### src/rtl/pong_court.sv
// Parametrised pong / squash court: ball on an N_LEDS light bar,
// BCD scores on a scanned 8-digit seven-segment display.
module pong_court #(
    parameter int N_LEDS    = 16,
    parameter int TICK_DIV  = 25000000,
    parameter int HIT_WIN   = 2,
    parameter int WIN_SCORE = 5,
    parameter int SCAN_DIV  = 100000
) (
    input  logic              clock,
    input  logic              reset,
    input  logic              rightplayer,
    input  logic              leftplayer,
    input  logic              squash,
    output logic [N_LEDS-1:0] light,
    output logic [7:0]        AN_Out,
    output logic [6:0]        C_Out,
    output logic              game_over
);

    localparam int PW = $clog2(N_LEDS);
    localparam int TW = (TICK_DIV > 1) ? $clog2(TICK_DIV) : 1;
    localparam int SW = (SCAN_DIV > 1) ? $clog2(SCAN_DIV) : 1;

    localparam logic [PW-1:0] P_MAX  = PW'(N_LEDS - 1);
    localparam logic [PW-1:0] P_BNC  = PW'(N_LEDS - 2);
    localparam logic [PW-1:0] P_LWIN = PW'(N_LEDS - HIT_WIN);
    localparam logic [PW-1:0] P_RWIN = PW'(HIT_WIN - 1);
    localparam logic [TW-1:0] T_MAX  = TW'(TICK_DIV - 1);
    localparam logic [SW-1:0] S_MAX  = SW'(SCAN_DIV - 1);
    localparam logic [7:0] WIN_BCD =
        {4'(WIN_SCORE / 10), 4'(WIN_SCORE % 10)};

    typedef enum logic [2:0] {
        SERVE_R, SERVE_L, MOVE_L, MOVE_R, OVER
    } state_t;

    state_t        state, st_n;
    logic [PW-1:0] pos, pos_n;
    logic [7:0]    r_score, rs_n;
    logic [7:0]    l_score, ls_n;
    logic          sq_mode, sq_n;
    logic          r_point, l_point;

    logic [2:0]    r_sync, l_sync;
    logic          r_ev, l_ev;
    logic [TW-1:0] tcnt;
    logic          tick;

    logic [SW-1:0] scnt;
    logic [1:0]    slot, slot_n;
    logic [3:0]    digit;
    logic [7:0]    an_n;
    logic [6:0]    seg_n;

    // Two flops of synchroniser, third flop remembers the previous level.
    always_ff @(posedge clock or posedge reset) begin
        if (reset) begin
            r_sync <= '0;
            l_sync <= '0;
        end else begin
            r_sync <= {r_sync[1:0], rightplayer};
            l_sync <= {l_sync[1:0], leftplayer};
        end
    end

    assign r_ev = r_sync[1] & ~r_sync[2];
    assign l_ev = l_sync[1] & ~l_sync[2];
    assign tick = (tcnt == T_MAX);

    always_ff @(posedge clock or posedge reset) begin
        if (reset) tcnt <= '0;
        else       tcnt <= tick ? '0 : tcnt + 1'b1;
    end

    function automatic logic [7:0] bcd_inc(input logic [7:0] v);
        if (v == 8'h99)       return v;
        if (v[3:0] == 4'd9)   return {v[7:4] + 4'd1, 4'd0};
        return {v[7:4], v[3:0] + 4'd1};
    endfunction

    always_comb begin
        st_n    = state;
        pos_n   = pos;
        rs_n    = r_score;
        ls_n    = l_score;
        sq_n    = sq_mode;
        r_point = 1'b0;
        l_point = 1'b0;
        unique case (state)
            SERVE_R: begin
                sq_n  = squash;
                pos_n = '0;
                if (r_ev) st_n = MOVE_L;
            end
            SERVE_L: begin
                sq_n  = squash;
                pos_n = P_MAX;
                if (squash) begin
                    st_n  = SERVE_R;
                    pos_n = '0;
                end else if (l_ev) begin
                    st_n = MOVE_R;
                end
            end
            MOVE_L: begin
                if (l_ev && !sq_mode) begin
                    if (pos >= P_LWIN) st_n = MOVE_R;
                    else               r_point = 1'b1;
                end else if (tick) begin
                    if (pos != P_MAX) begin
                        pos_n = pos + 1'b1;
                    end else if (sq_mode) begin
                        st_n  = MOVE_R;
                        pos_n = P_BNC;
                    end else begin
                        r_point = 1'b1;
                    end
                end
            end
            MOVE_R: begin
                if (r_ev) begin
                    if (pos <= P_RWIN) begin
                        st_n = MOVE_L;
                        if (sq_mode) rs_n = bcd_inc(r_score);
                    end else begin
                        l_point = 1'b1;
                    end
                end else if (tick) begin
                    if (pos != '0) pos_n = pos - 1'b1;
                    else           l_point = 1'b1;
                end
            end
            default: ;
        endcase
        if (l_point) begin
            ls_n = bcd_inc(l_score);
            if (ls_n == WIN_BCD) begin
                st_n = OVER;
            end else if (sq_mode) begin
                st_n  = SERVE_R;
                pos_n = '0;
            end else begin
                st_n  = SERVE_L;
                pos_n = P_MAX;
            end
        end
        if (r_point) begin
            rs_n = bcd_inc(r_score);
            if (rs_n == WIN_BCD) begin
                st_n = OVER;
            end else begin
                st_n  = SERVE_R;
                pos_n = '0;
            end
        end
    end

    always_ff @(posedge clock or posedge reset) begin
        if (reset) begin
            state     <= SERVE_R;
            pos       <= '0;
            r_score   <= '0;
            l_score   <= '0;
            sq_mode   <= 1'b0;
            light     <= N_LEDS'(1);
            game_over <= 1'b0;
        end else begin
            state     <= st_n;
            pos       <= pos_n;
            r_score   <= rs_n;
            l_score   <= ls_n;
            sq_mode   <= sq_n;
            light     <= (st_n == OVER) ? '1 : (N_LEDS'(1) << pos_n);
            game_over <= (st_n == OVER);
        end
    end

    assign slot_n = (scnt == S_MAX) ? slot + 2'd1 : slot;

    always_comb begin
        unique case (slot_n)
            2'd0: begin digit = r_score[3:0]; an_n = 8'hFE; end
            2'd1: begin digit = r_score[7:4]; an_n = 8'hFD; end
            2'd2: begin digit = l_score[3:0]; an_n = 8'hBF; end
            default: begin digit = l_score[7:4]; an_n = 8'h7F; end
        endcase
    end

    always_comb begin
        unique case (digit)
            4'd0: seg_n = 7'h40;
            4'd1: seg_n = 7'h79;
            4'd2: seg_n = 7'h24;
            4'd3: seg_n = 7'h30;
            4'd4: seg_n = 7'h19;
            4'd5: seg_n = 7'h12;
            4'd6: seg_n = 7'h02;
            4'd7: seg_n = 7'h78;
            4'd8: seg_n = 7'h00;
            4'd9: seg_n = 7'h10;
            default: seg_n = 7'h7F;
        endcase
    end

    always_ff @(posedge clock or posedge reset) begin
        if (reset) begin
            scnt   <= '0;
            slot   <= '0;
            AN_Out <= 8'hFE;
            C_Out  <= 7'h40;
        end else begin
            scnt   <= (scnt == S_MAX) ? '0 : scnt + 1'b1;
            slot   <= slot_n;
            AN_Out <= an_n;
            C_Out  <= seg_n;
        end
    end

endmodule

### config.mk
export PLATFORM = sky130hd
export DESIGN_NAME = pong_court
export DESIGN_NICKNAME = d
export VERILOG_FILES = /design/src/rtl/pong_court.sv
export SDC_FILE = /design/constraint.sdc
export NUM_CORES = 1
export LEC_CHECK = 0
export CORE_MARGIN = 8
export CORE_UTILIZATION = 55
export CTS_CLUSTER_DIAMETER = 200
export DETAILED_ROUTE_END_ITERATION = 12
export PLACE_DENSITY_LB_ADDON = 0.1
export SLEW_MARGIN = 40
export SYNTH_ARGS = -nofsm -noshare
export SYNTH_HDL_FRONTEND = slang
export SYNTH_SLANG_ARGS = --single-unit
### constraint.sdc
create_clock -name clock -period 4.9 [get_ports clock]
set_clock_uncertainty 0.2 [all_clocks]
set_input_delay 0.735 -clock clock [delete_from_list [all_inputs] [get_ports clock]]
set_output_delay 0.735 -clock clock [all_outputs]
set_load 0.02 [all_outputs]
Word level (Yosys, flattened, before mapping)
Memory sizes are Yosys's and may differ from the RTL's. A register that Yosys moved wholly into a read port is not among the register bits.
Index checks and enable logic that the tools add are counted.
Word-level totals
  memory bits (read-only): 112
  bits in writable memories: 0
  memories kept: 1
  logic and storage cells: 142
  bits in latches: 0
  bits in registers: 99
  input port bits: 5
Operators by class
  bitwise logic cells: 4
  $mul: 0
  $add $sub $neg: 9
  muxes and demuxes: 83
  shifts and indexed selects: 1
  order comparisons: 2
  reductions and logical operators: 13
  divide/modulo/power cells: 0
  eq/ne operators: 15
Memories
  (no name shown): words 16, bits a word 7, read ports 1, clocked after memory_dff 1, write ports 0, line 191  | unique case (digit)
Operators with widths (number)
  8-bit two-way mux: 17
  4-bit two-way mux: 13
  3-bit two-way mux: 14
  1-bit two-way mux: 31
  25-bit by 1-bit adder with 25-bit output (second input constant): 1
  25-bit equality test (second input constant): 1
  25-bit two-way mux: 1
  8-bit one-hot mux with 3 select lines: 1
  4-bit by 1-bit adder with 4-bit output (second input constant): 5
  17-bit by 1-bit adder with 17-bit output (second input constant): 1
  17-bit equality test (second input constant): 1
  17-bit two-way mux: 1
  8-bit by 3-bit equality test with 1-bit output (second input constant): 2
  8-bit equality test (second input constant): 2
  16-bit two-way mux: 1
  4-bit one-hot mux with 4 select lines: 1
  1-bit by 4-bit << shifter with 16-bit output (first input constant): 1
  3-bit one-hot mux with 4 select lines: 1
  4-bit one-hot mux with 3 select lines: 1
  4-bit equality test (second input constant): 2
  2-bit nonzero test: 4
  3-bit by 2-bit equality test with 1-bit output (second input constant): 2
  5-bit AND reduction: 1
  4-bit >= comparator (second input constant): 1
  other kinds (19): 21

Logic depth before layout (Yosys ltp)
Gate-level depths: netlist of the first run.
  depth after elaboration: 18
  mapped depth: 12
  depth with buffers taken out: 11

Worst setup path after synthesis of the first run
No wires, ideal clock.
  kind: flip-flop to flip-flop
  from: register scnt[0]
  to: register C_Out[3]
  required time: 4.563 ns
  setup time: 0.137 ns
  arrival: 2.571 ns
  path buffers: 1
  slack: 1.992 ns
  cell stages (with the launch flop): 12
  path through: dfrtp_1 ha_1 and4_1 and4_1 clkbuf_1 nand2_1 mux2i_1 mux4_2 ha_1 a21oi_1 o21bai_1 mux2i_1
Between the ends
  word-level cells in the longest chain between the ends: 4
  elaborated cells on any way between the ends: 6
  those cells by class: eq/ne (3); mux (2); reduce/logical (1)
RTL lines
  start, declared: line 50  | logic [SW-1:0] scnt;
  start signal, assigned: line 213  | scnt <= (scnt == S_MAX) ? '0 : scnt + 1'b1;
  17-bit equality test (*): line 179  | assign slot_n = (scnt == S_MAX) ? slot + 2'd1 : slot;
  2-bit two-way mux (*): line 179
  2-bit equality test, or another cell as far along: line 182  | unique case (slot_n)
  4-bit one-hot mux with 3 select lines (*): line 182
  end, declared: line 17  | output logic [6:0] C_Out,
Mark *: on every way between the ends. The rest lies on a longest branch, timed or not.
A chain may end at the register's enable or synchronous reset.

Final worst setup path of the first run
Same ends and word-level chain as after synthesis.

==> results of run 1 <==
per-stage QoR:
step                      worst slack, ps  area [um2]  std cells  power [mW]
after floorplan                      1300        5620        586        1.96
after global placement               1740        5990        730        2.30
after detailed placement             1670        6000        730        2.30
after CTS                            1650        6200        746        2.86
after global routing                 1440        6200        746        3.04
final                                1680        6200        746        2.86
layer usage:
layer	GRT usage	routed length, um	up-vias
met5	0	0	-
met4	0.0785	260	0
met3	0.0416	677	26
met2	0.336	6050	122
met1	0.237	5440	2127
li1	-	-	2104
layout make-up:
cell class / instances / area (um2)
Inverter: 22 / 87.6
Clock buffer: 9 / 124
Clock inverter: 7 / 80.1
Sequential cell: 102 / 2560
Fill cell: 882 / 3890
Tap cell: 136 / 170
Timing Repair Buffer: 36 / 350
Multi-Input combinational cell: 434 / 2830
flip-flops by register name, indices dropped and copies added (netlist names), 4 cells and up:
name / count
AN_Out: 4
C_Out: 7
l_score: 8
light: 16
pos: 4
r_score: 8
scnt: 17
tcnt: 25
cells in the mapped netlist, drive strengths merged, types with 3 or more instances:
master,number
a211oi,5
nand2,66
a21oi,16
nor3,15
nor4,7
o211ai,3
dfstp,5
ha,17
nand3,30
and2,9
a31oi,6
nand4,15
nor3b,4
dfrtp,97
a22oi,5
mux2,4
o22ai,4
or2,6
inv,22
and4,6
o31ai,15
o21ai,16
xor2,20
nor2b,8
nand2b,9
nor2,55
xnor2,21
buf,11
clkbuf,17
and3,12
mux2i,16
worst min path at each step:
stage,cells past startpoint,endpoint,slack [ps],from
floorplan,0,l_sync[1],130,l_sync[0]
global placement,0,l_sync[1],140,l_sync[0]
detailed placement,0,r_sync[1],140,r_sync[0]
CTS,0,l_sync[1],170,l_sync[0]
global route,0,r_sync[1],180,r_sync[0]
finish,0,l_sync[1],160,l_sync[0]
power breakdown:
group / leakage, nW / internal (mW) / switching (mW) / total, mW
sequential: 1.32 / 0.985 / 0.168 / 1.15
combinational: 1.28 / 0.466 / 0.686 / 1.15
clock: 0.102 / 0.244 / 0.308 / 0.552
critical path, stage by stage, from the launching register on:
cell,delay (ps)
sky130_fd_sc_hd__dfrtp_1,400
sky130_fd_sc_hd__ha_1,250
sky130_fd_sc_hd__and4_1,280
sky130_fd_sc_hd__and4_1,310
sky130_fd_sc_hd__nand2_1,250
sky130_fd_sc_hd__mux2i_1,180
sky130_fd_sc_hd__mux4_2,550
sky130_fd_sc_hd__ha_1,300
sky130_fd_sc_hd__a21oi_1,160
sky130_fd_sc_hd__o21bai_1,130
sky130_fd_sc_hd__mux2i_1,90
kinds of logic after synthesis:
| family | count (synthesis) |
|---|---|
| simple gates | 257 |
| flops | 102 |
| compound gates | 94 |
| buf+inv | 50 |
| xor+xnor | 41 |
| mux | 21 |
| fa+ha+maj | 17 |
| other cells | 1 |
==> results.env, run 1 <==
SYNTH-EDFF-COUNT=0
PLACE_CONGESTION=0.884
BUFFER_PORTS.INSERTED=32
DRIVE_ABOVE_1_SHARE=0.0754
CLOCK_SINKS=102
SYNTHESIS.AREA_UM2=5610
SYNTH_TOP_AREA_FRAC=0.433
VIAS_PER_CELL=5.87
GRT.OVERFLOW.TOTAL=0
GRTUSAGETOTAL=0.196
FINALSETUPTNS_PS=0
FMAX_GHz=0.311
FINALHOLDWORSTSLACK_PS=161
YOSYS.AREA_SHARE.ADDER=0.0379
WORSTSETUPPATHTYPE='flip-flop to flip-flop'
CRIT_PATH_END_KIND='flip-flop'
SYNTH_TOP_CELL_BY_AREA='sky130_fd_sc_hd__dfrtp_1'
DEPTH_OF_THE_MOST_CRITICAL_REG_TO_REG_PATH=10
R2R-END='C_Out[3]'
HOLD_VIOL_FINAL=0
R2R-START='scnt[0]'
WORSTPATHMAXFANOUT=6
INITIAL_UTILIZATION=0.556
BUFFERS_FROM_CLOCK_ROOT_TO_SINK_AT_MOST=2
DRT.ANTENNA.VIOLATING_NETS=0
LAYOUT.CORE_UTILIZATION=0.614
REG2REG_SLACK_PS=1680
FIRST_GLOBAL_VIAS=4400
XOR_XNOR_FRACTION_OF_SYNTH_AREA=0.0640
LAYOUT_WORST_PATH_CYCLE_SHARE=0.657
SYN2LAYOUT_AREA_GROWTH_PCT=10.5
COMPLEX_GATE_FRACTION_OF_THE_SYNTHESIZED_AREA=0.121
TIMING.CRITICAL_PATH.FROM='scnt[0]'
SYNTH-MAIN-FF-CELL='sky130_fd_sc_hd__dfrtp_1'
POWERDENSITY_nW_PER_UM2=461
FINAL-MAX-SLEW-VIOLATION-COUNT=0
YS_WARN_COUNT=0
FINAL-SETUP-VIOL-COUNT=0
HTREE_LEVELS=3
GRT_START_MAX_NET_PINS=77
IO_PINS=37
MAXSLEWHEADROOM=0.536
TIMING.CRITICAL_PATH.TO='C_Out[3]'
ROOT_BUFFER='sky130_fd_sc_hd__clkbuf_8'
CHIPWIDTH_UM=117
MOSTFREQUENTLAYOUTCELLS='sky130_fd_sc_hd__dfrtp_1 (97), sky130_fd_sc_hd__nand2_1 (66), sky130_fd_sc_hd__nor2_1 (55)'
FIRST_PASS_ITERS=4
CP.REQUIRED_PS=4930
DP.FINAL_HPWL_UM=9130
SYNTH_CELL_TYPES=78
COUNT_OF_MAPPED_CELLS_OUT_OF_SYNTHESIS=583
RSZ0062_AT_GRT='no'
WORST-SLEW-PIN-TRANSITION_PS=690
SYNTH_AREA_LEADERS='sky130_fd_sc_hd__dfrtp_1 (43%), sky130_fd_sc_hd__nand2_1 (4.4%), sky130_fd_sc_hd__ha_1 (3.8%), sky130_fd_sc_hd__nor2_1 (3.7%), sky130_fd_sc_hd__xnor2_1 (3.3%)'
ARRIVAL_PS=3250
DRT_ITER0_MARKERS=266
POSTCTSHOLDBUFS=0
STATUS='finished, final reports clean'
SYNTHSIMPLEGATEAREAFRAC=0.238
FINALNETCOUNT=627
WL_UM=12400
MOSTFREQUENTLAYOUTCELL='sky130_fd_sc_hd__dfrtp_1'
POST_CTS.RESIZED_INSTANCES=0
WORST_SKEW_PAIR.LATE_LATENCY_PS=370
FLOORPLAN.DIE_AREA_UM2=13700
DRV.MAX_CAP_VIOLATION_COUNT=0
GRT_FIRST_PASS_WIRELENGTH_UM=21300
FINAL.MIN_CLOCK_PERIOD_PS=3220
CTS-BUFFERS-INSERTED=9
DIEHEIGHT_UM=117
WORSTSETUPSTARTPOINTTYPE='flip-flop'
HOLD_PATH.CLASS='flip-flop to flip-flop'
CTS_TREE='built'
CTS_SETUP_BUFFERS=0
DR_WL_CELL_UM=16.7
LEAKAGE_nW=2.70
DRCVIOLATIONCOUNT=0
IRDROPWORSTVDD_mV=0.315
ANTENNA_CELLS=0
SYNTH-SEQ-CELLS=102
POST_SYNTH.CELL_AREA_AVG_UM2=9.63
POST_SYNTH_MUX_AREA_SHARE=0.0406
DETAILROUTE.VIA_COUNT=4379
ANTENNA_FOUND_INITIAL=0
ASYNC_FLOP_SHARE=1.00
CORE_AREA_UM2=10100
COMBINATIONAL_FAMILY_WITH_THE_MOST_AREA_AFTER_SYNTHESIS='simple AND/OR/NAND/NOR gates'
WORST_SETUP_HOLD_PATH_CLK_SLEW_PS=110
PLACEMENT_ROWS=37
SYNTH_SEQ_AREA_SHARE=0.456
Power figures use the tool's default switching activity.
==> run 2, diff against run 1 <==
- CORE_UTILIZATION: 55 -> 54
- clock period: 4.9 -> 2.65 ns (I/O delays scaled with it)
==> run 2 against run 1 <==
  * The run now ends with negative setup slack left
  * Combinational power grew to 3.4 times the previous value
  * Die area grew 1.6%
  * Worst hold slack hardly changed
  * Via count grew 15%
  * Final cell count up 18%
  * Total power up 150%
==> results.env, run 2 (synthesized netlist as in run 1, its figures left out) <==
CP.REQUIRED_PS=2750  # was 4930 ps
WL_UM=15300  # was 12,400 um
GRTUSAGETOTAL=0.214  # was 0.196
FINAL-MAX-SLEW-VIOLATION-COUNT=0  # unchanged
CORE_AREA_UM2=10200  # was 10,100 um2
IRDROPWORSTVDD_mV=0.578  # was 0.315 mV
FINALHOLDWORSTSLACK_PS=160  # was 161 ps
DRV.MAX_CAP_VIOLATION_COUNT=0  # unchanged
LAYOUT_WORST_PATH_CYCLE_SHARE=1.05  # was 0.657
FIRST_GLOBAL_VIAS=5164  # was 4,400
REGMOSTFLOPS='tcnt'  # unchanged
REG.LARGEST.LIST='tcnt x25, scnt x17, light x16'  # unchanged
DETAILROUTE.VIA_COUNT=5047  # was 4,379
HOLD_PATH.CLASS='flip-flop to flip-flop'  # unchanged
BUFFER_PORTS.INSERTED=32  # unchanged
STATUS='complete, but fails checks'  # was finished, final reports clean
FILLERS=704  # was 882
WORST_SETUP_HOLD_PATH_CLK_SLEW_PS=110  # about the same
ANTENNA_FOUND_INITIAL=0  # unchanged
FINAL.MIN_CLOCK_PERIOD_PS=2770  # was 3220 ps
PLACEMENT_ROWS=37  # unchanged
CLOCK_SINKS=102  # unchanged
DRT_ITER0_MARKERS=327  # was 266
DRIVE_ABOVE_1_SHARE=0.339  # was 0.0754
DP.FINAL_HPWL_UM=10400  # was 9130 um
DP.CELLS=839  # was 730
GRT_START_MAX_NET_PINS=103  # was 77
HTREE_LEVELS=3  # unchanged
DRT.ANTENNA.VIOLATING_NETS=0  # unchanged
NUMBER_OF_FLIP_FLOPS_UNDER_THE_LARGEST_REGISTER_NAME=25  # unchanged
GRT_FIRST_PASS_WIRELENGTH_UM=24500  # was 21,300 um
FINALNETCOUNT=763  # was 627
DIEHEIGHT_UM=118  # was 117 um
DR_WL_CELL_UM=17.3  # was 16.7 um
WORST-SLEW-PIN-TRANSITION_PS=534  # was 690 ps
CTS-BUFFERS-INSERTED=9  # unchanged
ROOT_BUFFER='sky130_fd_sc_hd__clkbuf_8'  # unchanged
BUFFERS_FROM_CLOCK_ROOT_TO_SINK_AT_MOST=2  # unchanged
TIMING.FINAL.WS_SETUP_PS=-120  # was 1680 ps
MOSTFREQUENTLAYOUTCELLS='sky130_fd_sc_hd__buf_4 (131), sky130_fd_sc_hd__dfrtp_1 (94), sky130_fd_sc_hd__nand2_1 (63)'  # was sky130_fd_sc_hd__dfrtp_1 (97), sky130_fd_sc_hd__nand2_1 (66), sky130_fd_sc_hd__nor2_1 (55)
VIOLATIONS='negative setup slack'
MOSTFREQUENTLAYOUTCELL='sky130_fd_sc_hd__buf_4'  # was sky130_fd_sc_hd__dfrtp_1
LEAKAGE_nW=3.50  # was 2.70 nW
DP_SLACK_PS=-149  # was 1670 ps
DRCVIOLATIONCOUNT=0  # unchanged
FINAL-SETUP-VIOL-COUNT=17  # was 0
ARRIVAL_PS=2870  # was 3250 ps
HOLD_VIOL_FINAL=0  # unchanged
POWERDENSITY_nW_PER_UM2=907  # was 461 nW/um2
FLOORPLAN.DIE_AREA_UM2=13900  # was 13,700 um2
GRT.OVERFLOW.TOTAL=0  # unchanged
WHS_PATH_DEPTH=0  # unchanged
MAXSLEWHEADROOM=0.640  # was 0.536
WORSTPATHMAXFANOUT=8  # was 6
WORST_SKEW_PAIR.LATE_LATENCY_PS=390  # was 370 ps
WORSTSETUPSTARTPOINTTYPE='flip-flop'  # unchanged
SYN2LAYOUT_AREA_GROWTH_PCT=39.3  # was 10.5%
FMAX_GHz=0.361  # was 0.311 GHz
FINALSETUPTNS_PS=-1330  # was 0 ps
FINALPOWER_mW=7.09  # was 2.86 mW
VIAS_PER_CELL=5.72  # was 5.87
PLACE_CONGESTION=0.938  # was 0.884
REG2REG_SLACK_PS=-120  # was 1680 ps
INITIAL_UTILIZATION=0.548  # was 0.556
LAYOUTNONFILLERINSTCOUNT=882  # was 746
FIRST_PASS_ITERS=5  # was 4
ANTENNA_CELLS=0  # unchanged
CTS_TREE='built'  # unchanged
CHIPWIDTH_UM=118  # was 117 um
WORSTSETUPPATHTYPE='flip-flop to flip-flop'  # unchanged
IO_PINS=37  # unchanged
CRIT_PATH_END_KIND='flip-flop'  # unchanged
DEPTH_OF_THE_MOST_CRITICAL_REG_TO_REG_PATH=10  # unchanged
RSZ0062_AT_GRT='yes'  # was no
run 2: worst paths after layout:
check                                 end      start
worst min register to register  l_sync[1]  l_sync[0]
worst max-delay path             light[4]     pos[1]
min in group asynchronous        tcnt[11]      reset
worst max register to register   light[4]     pos[1]
worst min-delay path            l_sync[1]  l_sync[0]
max in group asynchronous       AN_Out[1]      reset
run 2: layout make-up:
| class | instances | area, um2 | share of cell area |
|---|---|---|---|
| Clock inverter | 7 | 104 | 0.0133 |
| Multi-Input combinational cell | 436 | 3370 | 0.431 |
| Inverter | 22 | 88.8 | 0.0114 |
| Tap cell | 136 | 170 | 0.0218 |
| Clock buffer | 9 | 124 | 0.0158 |
| Sequential cell | 102 | 2560 | 0.328 |
| Timing Repair Buffer | 170 | 1400 | 0.179 |
run 2: through the flow:
step	area (um2)	util
final	7820	0.764
after global routing	7820	0.764
after CTS	7400	0.723
after detailed placement	6910	0.676
after global placement	6910	0.676
after floorplan	5730	-
run 2: power by group:
group | switching [mW] | internal, mW | leakage [nW] | total [mW]
combinational | 2.09 | 1.78 | 2.08 | 3.88
sequential | 0.229 | 1.83 | 1.31 | 2.06
clock | 0.608 | 0.545 | 0.108 | 1.15
total | 2.93 | 4.16 | 3.50 | 7.09
run 2: critical path, stage by stage (launching register included):
cell and delay, ps:
sky130_fd_sc_hd__dfrtp_1 450, sky130_fd_sc_hd__buf_6 150, sky130_fd_sc_hd__buf_4 160, sky130_fd_sc_hd__ha_4 170
sky130_fd_sc_hd__nor2_4 110, sky130_fd_sc_hd__nor3_4 60, sky130_fd_sc_hd__a2111oi_4 360, sky130_fd_sc_hd__buf_4 180
sky130_fd_sc_hd__a211oi_2 60, sky130_fd_sc_hd__or4_4 670, sky130_fd_sc_hd__o31ai_2 100
run 2: timing repair:
item,CTS,global route
pin swaps,11,24
setup endpoints to repair,30,35
buffers inserted,13,12
hold buffers,0,0
cloned,2,0
resized for setup,37,63
run 2: metal layers:
metal / GRT usage / routed length [um] / vias to the layer above
met5: 0 / 0 / -
met4: 0.0873 / 435 / 0
met3: 0.0528 / 723 / 40
met2: 0.384 / 8040 / 144
met1: 0.236 / 6080 / 2487
li1: - / - / 2376
==> run 3, diff against run 2 <==
- CAP_MARGIN: default -> 20
==> results of run 3 <==
The final DEF is identical to that of run 2; final timing and power are the same.
